## src/rtl/fp8_to_bf16_unpack_pkg.sv

```systemverilog
// rtl/fp8_to_bf16_unpack_pkg.sv - shared FP8/BF16 format constants and unpacker types
package fp8_to_bf16_unpack_pkg;

    // Format constants shared with the BF16->FP8 encoder
    localparam int          FP8_EXP_BIAS          = 8;
    localparam int          BF16_EXP_BIAS         = 127;
    localparam logic [7:0]  FP8_TO_BF16_EXP_DELTA = 8'd119;
    localparam logic [3:0]  FP8_EXP_SPECIAL       = 4'hF;
    localparam logic [14:0] BF16_INF_MAG          = 15'h7F80;
    localparam logic [14:0] BF16_QNAN_MAG         = 15'h7FC0;

    typedef enum logic {
        ST_EMPTY = 1'b0,
        ST_DRAIN = 1'b1
    } unpack_state_e;

    // Lane index width; a single-lane build still carries a 1-bit index
    function automatic int lane_w(input int lanes);
        return (lanes > 1) ? $clog2(lanes) : 1;
    endfunction

endpackage

```

## src/rtl/fp8_to_bf16_unpack_if.sv

```systemverilog
// rtl/fp8_to_bf16_unpack_if.sv - FP8 beat input and BF16 value output stream bundle
interface fp8_to_bf16_unpack_if
    import fp8_to_bf16_unpack_pkg::*;
#(
    parameter int LANES = 4
);
    localparam int LW = lane_w(LANES);

    logic                 in_valid;
    logic                 in_ready;
    logic [8*LANES-1:0]   in_data;
    logic                 in_last;
    logic                 out_valid;
    logic                 out_ready;
    logic [15:0]          out_bf16;
    logic [LW-1:0]        out_lane;
    logic                 out_last;
    logic                 out_special;

    // Producer of FP8 beats and consumer of BF16 values
    modport master (
        output in_valid, in_data, in_last, out_ready,
        input  in_ready, out_valid, out_bf16, out_lane, out_last, out_special
    );

    // The unpacker itself
    modport slave (
        input  in_valid, in_data, in_last, out_ready,
        output in_ready, out_valid, out_bf16, out_lane, out_last, out_special
    );

endinterface

```

## src/rtl/fp8_to_bf16_lane.sv

```systemverilog
// rtl/fp8_to_bf16_lane.sv - combinational decode of one FP8 code into BF16
module fp8_to_bf16_lane
    import fp8_to_bf16_unpack_pkg::*;
(
    input  logic [7:0]  code,
    output logic [15:0] bf16,
    output logic        special
);

    logic       sgn;
    logic [3:0] exp_f;
    logic [2:0] man_f;

    assign sgn   = code[7];
    assign exp_f = code[6:3];
    assign man_f = code[2:0];

    // Zero exponent flushes to signed zero (the encoder never emits subnormals);
    // all-ones exponent is Inf or quiet NaN; otherwise rebias and pad the mantissa
    always_comb begin
        bf16    = 16'h0000;
        special = (exp_f == FP8_EXP_SPECIAL);
        if (exp_f == 4'h0) begin
            bf16 = {sgn, 15'h0000};
        end else if (special) begin
            bf16 = {sgn, (man_f == 3'b000) ? BF16_INF_MAG : BF16_QNAN_MAG};
        end else begin
            bf16 = {sgn, {4'h0, exp_f} + FP8_TO_BF16_EXP_DELTA, man_f, 4'b0000};
        end
    end

endmodule

```

## src/rtl/fp8_to_bf16_unpack.sv

```systemverilog
// rtl/fp8_to_bf16_unpack.sv - streaming FP8 beat to per-lane BF16 value widener
module fp8_to_bf16_unpack
    import fp8_to_bf16_unpack_pkg::*;
#(
    parameter int LANES = 4
)(
    input  logic                 clk,
    input  logic                 rst_n,
    fp8_to_bf16_unpack_if.slave  bus
);

    localparam int LW = lane_w(LANES);
    localparam logic [LW-1:0] LAST_LANE = LW'(LANES - 1);

    unpack_state_e       state_q;
    unpack_state_e       state_d;
    logic [8*LANES-1:0]  hold_q;
    logic                last_q;
    logic [LW-1:0]       lane_q;

    logic                final_lane;
    logic                in_fire;
    logic                out_fire;
    logic [7:0]          lane_code;
    logic [15:0]         lane_bf16;
    logic                lane_special;

    assign final_lane = (lane_q == LAST_LANE);
    assign in_fire    = bus.in_valid && bus.in_ready;
    assign out_fire   = bus.out_valid && bus.out_ready;

    // Control state register
    always_ff @(posedge clk or negedge rst_n) begin
        if (!rst_n) begin
            state_q <= ST_EMPTY;
        end else begin
            state_q <= state_d;
        end
    end

    // Next state: load on accept, leave DRAIN only when the last lane goes with nothing behind it
    always_comb begin
        state_d = state_q;
        case (state_q)
            ST_EMPTY: if (in_fire) state_d = ST_DRAIN;
            ST_DRAIN: if (out_fire && final_lane && !bus.in_valid) state_d = ST_EMPTY;
            default:  state_d = ST_EMPTY;
        endcase
    end

    // Stream outputs; in_ready looks at out_ready combinationally so a new beat lands with no bubble
    always_comb begin
        bus.out_valid   = (state_q == ST_DRAIN);
        bus.in_ready    = (state_q == ST_EMPTY) || (bus.out_ready && final_lane);
        bus.out_bf16    = lane_bf16;
        bus.out_special = lane_special;
        bus.out_lane    = lane_q;
        bus.out_last    = last_q && final_lane;
    end

    // Holding register and lane counter; the beat only changes on an input handshake
    always_ff @(posedge clk or negedge rst_n) begin
        if (!rst_n) begin
            hold_q <= '0;
            last_q <= 1'b0;
            lane_q <= '0;
        end else if (in_fire) begin
            hold_q <= bus.in_data;
            last_q <= bus.in_last;
            lane_q <= '0;
        end else if (out_fire && !final_lane) begin
            lane_q <= lane_q + LW'(1);
        end
    end

    // Lane mux from the held beat only, so decode never sees in_data directly
    always_comb begin
        lane_code = hold_q[7:0];
        for (int k = 0; k < LANES; k++) begin
            if (lane_q == LW'(k)) lane_code = hold_q[8*k +: 8];
        end
    end

    fp8_to_bf16_lane u_lane (
        .code    (lane_code),
        .bf16    (lane_bf16),
        .special (lane_special)
    );

endmodule

```

## src/flat_wrapper.sv

```systemverilog
// flat-port wrapper written by rule: the top's interface ports become plain ports
module fp8_to_bf16_unpack_flat import fp8_to_bf16_unpack_pkg::*;
#(
    parameter int LANES = 4
)
  (clk, rst_n, bus_in_valid, bus_in_data, bus_in_last, bus_out_ready, bus_in_ready, bus_out_valid, bus_out_bf16, bus_out_lane, bus_out_last, bus_out_special);
  fp8_to_bf16_unpack_if #(.LANES(LANES)) bus_i ();
  input  logic clk;
  input  logic rst_n;
  input wire logic [$bits(bus_i.in_valid)-1:0] bus_in_valid;
  input wire logic [$bits(bus_i.in_data)-1:0] bus_in_data;
  input wire logic [$bits(bus_i.in_last)-1:0] bus_in_last;
  input wire logic [$bits(bus_i.out_ready)-1:0] bus_out_ready;
  output wire logic [$bits(bus_i.in_ready)-1:0] bus_in_ready;
  output wire logic [$bits(bus_i.out_valid)-1:0] bus_out_valid;
  output wire logic [$bits(bus_i.out_bf16)-1:0] bus_out_bf16;
  output wire logic [$bits(bus_i.out_lane)-1:0] bus_out_lane;
  output wire logic [$bits(bus_i.out_last)-1:0] bus_out_last;
  output wire logic [$bits(bus_i.out_special)-1:0] bus_out_special;
  assign bus_i.in_valid = bus_in_valid;
  assign bus_i.in_data = bus_in_data;
  assign bus_i.in_last = bus_in_last;
  assign bus_i.out_ready = bus_out_ready;
  assign bus_in_ready = bus_i.in_ready;
  assign bus_out_valid = bus_i.out_valid;
  assign bus_out_bf16 = bus_i.out_bf16;
  assign bus_out_lane = bus_i.out_lane;
  assign bus_out_last = bus_i.out_last;
  assign bus_out_special = bus_i.out_special;
  fp8_to_bf16_unpack #(.LANES(LANES)) u_core (.clk(clk), .rst_n(rst_n), .bus(bus_i));
endmodule
```

## config.mk

```make
export PLATFORM = sky130hd
export DESIGN_NAME = fp8_to_bf16_unpack_flat
export DESIGN_NICKNAME = d
export VERILOG_FILES = /design/src/rtl/fp8_to_bf16_unpack_pkg.sv /design/src/rtl/fp8_to_bf16_unpack_if.sv /design/src/rtl/fp8_to_bf16_lane.sv /design/src/rtl/fp8_to_bf16_unpack.sv /design/src/flat_wrapper.sv
export SDC_FILE = /design/constraint.sdc
export NUM_CORES = 1
export LEC_CHECK = 0
export CAP_MARGIN = 10
export CORE_MARGIN = 2
export CORE_UTILIZATION = 52
export CTS_BUF_LIST = sky130_fd_sc_hd__clkbuf_4
export DETAILED_ROUTE_END_ITERATION = 12
export PLACE_DENSITY_LB_ADDON = 0.15
export SLEW_MARGIN = 10
export SYNTH_ARGS = -nofsm -noshare
export SYNTH_HDL_FRONTEND = slang
export SYNTH_SLANG_ARGS = --single-unit
```

## constraint.sdc

```tcl
create_clock -name clk -period 7.4 [get_ports clk]
set_input_delay 1.11 -clock clk [delete_from_list [all_inputs] [get_ports clk]]
set_output_delay 1.11 -clock clk [all_outputs]
set_load 0.02 [all_outputs]
```

======== Yosys cells after proc, flatten, opt, wreduce, memory -nomap -nowiden ========
Index checks and enable logic that the tools add are counted.
Widths: inputs -> output; s select.
word-level totals
  flip-flop bits (word level) ............. 36
  output and inout port bits .............. 22
  logic and storage cells ................. 35
cells by class
  add/subtract/negate cells ............... 2
  equality and inequality tests ........... 4
  multiplexer cells ....................... 11
  bitwise gates (word level) .............. 1
  reductions and logical operators ........ 13
operators with widths
  operator             count
  $mux 15              2
  $mux 8               3
  $add 4x7->8 const B  1
  $logic_and 1x1->1    7
  $mux 7               1
  $eq 2x2->1 const B   2
  $eq 4x4->1 const B   1
  $logic_not 4->1      1
  $mux 2               2
  $logic_not 3->1      1
  $add 2x1->2 const B  1
  $eq 2x1->1 const B   1
  $logic_not 1->1      2
  $mux 1               2
  $pmux 1 s2           1
  $reduce_bool 2->1    1
  $logic_or 1x1->1     1
  $not 1->1            1

======== Longest topological paths before layout ========
  depth in word-level cells ............... 8
  depth in mapped cells ................... 12
  gate-level depth less buffers ........... 11

======== Modules after synthesis ========
From an unflattened synthesis, not the netlist that was laid out.
unflattened totals
  cell total of the unflattened synthesis .. 167
  area, all modules ....................... 2119.5 um^2
by module, submodules not included
  module              instances  cells an instance  area an instance (um^2)  sequential area each (um^2)
  fp8_to_bf16_unpack  1          124                1849.3                   900.9
  fp8_to_bf16_lane    1          43                 270.3                    0.0

======== Least setup slack after synthesis ========
Ideal clock, no wire load.
  kind .................................... flip-flop to output port
  start ................................... register u_core.lane_q[0] (netlist: u_core.bus.out_lane[0])
  end ..................................... output bus_out_bf16[13]
  arrival ................................. 2.508 ns
  required time ........................... 6.290 ns
  setup slack ............................. 3.782 ns
  cell stages (with the launch flop) ...... 12
  path buffers ............................ 2
  cells stage by stage .................... dfrtp_1 -> inv_1 -> ha_1 -> buf_2 -> o21ai_0 -> mux2_2 -> inv_1 -> ha_1 -> inv_1 -> nor3b_4 -> a21oi_1 -> buf_4
on the way
  word-level cells in the longest chain between the ends .. 7
  elaborated cells on any way between the ends .. 11
  those cells by class .................... add/sub: 1; eq/ne: 4; mux: 5; reduce/logical: 1
ends and longest elaborated chain
  element                                           RTL line                                        RTL
  start: declaration                                fp8_to_bf16_unpack.sv:19                        logic [LW-1:0] lane_q;
  start signal: assignment                          fp8_to_bf16_unpack.sv:72                        lane_q <= lane_q + LW'(1);
  $eq 2x1->1                                        fp8_to_bf16_unpack.sv:80                        if (lane_q == LW'(k)) lane_code = hold_q[8*k +: 8];
  $mux 8 (2 in series)                              fp8_to_bf16_unpack.sv:80
  $mux 8 (*)                                        fp8_to_bf16_unpack.sv:80
  $add 4x7->8 / $eq 4x4->1 (equally long branches)  fp8_to_bf16_lane.sv:28, fp8_to_bf16_lane.sv:22
  $mux 15                                           fp8_to_bf16_lane.sv:25                          end else if (special) begin
  $mux 15 (*)                                       fp8_to_bf16_lane.sv:23                          if (exp_f == 4'h0) begin
  end: declaration                                  flat_wrapper.sv:16                              output wire logic [$bits(bus_i.out_bf16)-1:0] bus_out_bf16;
Mark *: on every way between the ends. The rest lies on a longest branch, timed or not.

======== Worst setup path in the final report ========
  start ................................... register u_core.lane_q[1] (netlist: u_core.bus.out_lane[1])
  end ..................................... output bus_out_bf16[4]
on the way
  word-level cells in the longest chain between the ends .. 7
  elaborated cells on any way between the ends .. 10
  those cells by class .................... eq/ne: 4; mux: 5; reduce/logical: 1
ends and longest elaborated chain
  element               RTL line                  RTL
  $eq 2x1->1            fp8_to_bf16_unpack.sv:80
  $mux 8 (2 in series)  fp8_to_bf16_unpack.sv:80
  $mux 8 (*)            fp8_to_bf16_unpack.sv:80
  $eq 4x4->1            fp8_to_bf16_lane.sv:22    special = (exp_f == FP8_EXP_SPECIAL);
  $mux 15               fp8_to_bf16_lane.sv:25
  $mux 15 (*)           fp8_to_bf16_lane.sv:23
Marks and branches as above.

==> reports/summary.txt <==
first-pass GRT wire length - 6.320 mm
DRC violations left - 0
post-route ant nets - 0
cell taking the most area after synthesis - dfrtp_1
# clock sinks - 36
fillers - 269
WP data arrival - 3.52 ns
status - complete, no violations
CP Cell Sequence - inv_1 > ha_1 > mux2i_1 > o21ai_0 > mux2_2 > inv_1 > ha_1 > inv_1 > nor3b_4 > nand2b_1 > nor2_1 > clkdlybuf4s50_1
Fin Hold WS - 0.5158 ns
CTS Buf Count - 5
Fin. Hold Viols - 0
Initial Util - 0.5441
area of the core - 0.003661 sq mm
max-cap violation count - 0
power share of the combinational group - 0.679
wire per inst - 14.83 um
clock power share - 0.074
crit path kind - register to primary output
Net Sw Power - 619.3 uW
Yosys top cell area share - 0.4523
syn_area_per_cell - 11.79 sq um
initial antenna violation count - 0
Crit. End Element - primary output
fraction of layout cells with a size suffix above 1 - 0.2277
CTS Hold Bufs - 0
CP Data Required Time - 6.29 ns
RSZ-0062 raised after global routing - no
# resized after CTS - 0
sequential area share after synthesis - 0.4523
worst skew pair latency - 0.34 ns
minimum clock period - 4.633 ns
worst hold path class - register to register
multi-input logic area - 983.4 sq um
Final Power - 1.432 mW
Worst path slowest cell - clkdlybuf4s50_1
Worst Max-Slew Pin Slew - 0.7349 ns
clk root buf - clkbuf_4
vias per inst - 5.415
non-filler cells, final - 272
Area Overhead vs Synth - 29.90%
via count - 1473
sequential standard cell area - 900.9 sq um
Clock Tree Buf Depth - 2
ranking of synthesized cells by area - dfrtp_1 45%, mux2_2 19%, mux2i_1 5.5%
Die Area - 0.004341 sq mm
Setup crit start kind - register
Final setup viols - 0
dpl hpwl - 3.071 mm
Max-Slew Margin vs Limit - 0.5084
Worst Path Max Fanout - 8
Buf+Inv Stages, Crit Path - 4
Flop pwr share - 0.247
ANT cells - 0
Total Routing Usage GR - 0.1938
largest net degree at the start of global routing - 37
LEAKAGE - 1.125 nW
drt first pass iters - 4
FMAX - 0.2158 GHz
# port buffers - 54
vias in the first global route - 1433
cells after synthesis - 169
setup TNS - 0 ns
fin nets - 266
switching share of power - 0.4324
P_int - 813.0 uW
Final period util - 0.6261
P per Cell Area - 553.6 mW/mm^2
maximum vdd drop - 0.3949 mV
R2R Setup Slk - 5.11 ns
routability cong. - 0.8779
H-tree Lvls - 2
CTS tree - yes
most used cell, CP - inv_1
Post-CTS Setup Inserts - 0
Core Util, Final - 0.7068
final setup skew - 0.01304 ns
DRT iter0 DRCs - 60
Slew Viols, Final - 0
grt ovf - 0
Syn. warnings - 0
post-synth cell types - 37
Clock transition at path regs - 0.10 ns
Post-Syn Area - 0.001992 sq mm
DRT Wirelength - 4.033 mm
Die H - 65.89 um
cell family with most CP delay - buffers and inverters
Worst path max stage delay - 0.54 ns
count of state elements after synthesis - 36
Std-Cell Rows - 22
# IOs - 59
placed cells - 264
die width - 65.89 um
## per-stage QoR
stage                     setup slack (ns)  cell area, sq um
final                                2.767              2587
after global routing                 2.576              2587
after CTS                            2.777              2587
after detailed placement             3.152              2531
after global placement               3.309              2531
after floorplan                      3.782              2003
## kinds of logic after synthesis
family | synth area share
buf+inv | 0.05968
flops | 0.4523
simple gates | 0.08419
mux | 0.2550
other cells | 0.001883
compound gates | 0.1093
fa+ha+maj | 0.03769
## synthesized netlist by cell type
master    number
nand2_1       10
or2_1          1
a21oi_1        6
nor3b_1        1
o311ai_2       1
a22o_1         2
nand2_2        1
o31ai_2        1
buf_4          5
o211ai_1       1
a21o_1         1
nor2_1         4
inv_1          8
conb_1         1
o211ai_2       1
inv_6          1
mux2i_1       11
o22ai_1        1
and2_1         1
o221ai_1       1
or2b_1         1
o21a_1         1
ha_1           6
and2_4         1
o21ai_0       12
mux2_4         1
or3b_1         1
nor3b_4        1
or3_1          1
mux2_2        34
buf_2          4
o21ai_1        1
nand3_1        4
a221oi_4       1
dfrtp_1       36
buf_6          2
nand2b_1       3
## layout by cell type, fill, tap and decap left out, types with 2 or more instances in the layout
| cell | n |
|---|---|
| conb_1 | 4 |
| nand2b_1 | 3 |
| clkdlybuf4s50_1 | 54 |
| nand2_1 | 10 |
| a22o_1 | 2 |
| a21oi_1 | 6 |
| inv_1 | 8 |
| dfrtp_1 | 36 |
| clkbuf_4 | 6 |
| ha_1 | 6 |
| mux2_2 | 34 |
| nand3_1 | 4 |
| mux2i_1 | 11 |
| nor2_1 | 4 |
| o21ai_0 | 12 |
## metal layers
layer  up-vias  GRT usage  wire length [um]
li1        701          -                 -
met1       707     0.2265              1587
met2        58     0.3548              2131
met3         7    0.04089               263
met4         0    0.05469                50
met5         -          0                 0
## power by group through the flow
| stage | Clock [mW] | Combinational, mW | Sequential [mW] |
|---|---|---|---|
| after floorplan | 0 | 0.650 | 0.345 |
| after global placement | 0 | 0.939 | 0.353 |
| after detailed placement | 0 | 0.970 | 0.359 |
| after CTS | 0.106 | 0.974 | 0.354 |
| after global routing | 0.116 | 1.04 | 0.365 |
| final | 0.106 | 0.973 | 0.354 |
## state kept, by name, indices dropped and copies added, names as in the netlist
register and flops:
u_core.bus.out_valid 1, u_core.last_q 1, u_core.hold_q 32, u_core.bus.out_lane 2
## cell type report
type,count,share of cell area
multi-input combinational,116,0.3801
sequential,36,0.3482
timing repair buffer,55,0.2118
tap,48,0.02321
clock buffer,6,0.01741
inverter,9,0.01499
clock inverter,2,0.004352
## path summary, 6_finish.rpt
| check | endpoint | cells past startpoint | from |
|---|---|---|---|
| worst max-delay path | bus_out_bf16[4] | 12 | u_core.bus.out_lane[1] |
| min in group asynchronous | u_core.hold_q[11] | 2 | rst_n |
| worst max register to register | u_core.hold_q[15] | 5 | u_core.bus.out_lane[1] |
| worst min register to register | u_core.hold_q[31] | 1 | u_core.hold_q[31] |
| max in group asynchronous | u_core.hold_q[26] | 2 | rst_n |
| worst min-delay path | u_core.hold_q[31] | 1 | u_core.hold_q[31] |
Power figures use the tool's default switching activity.
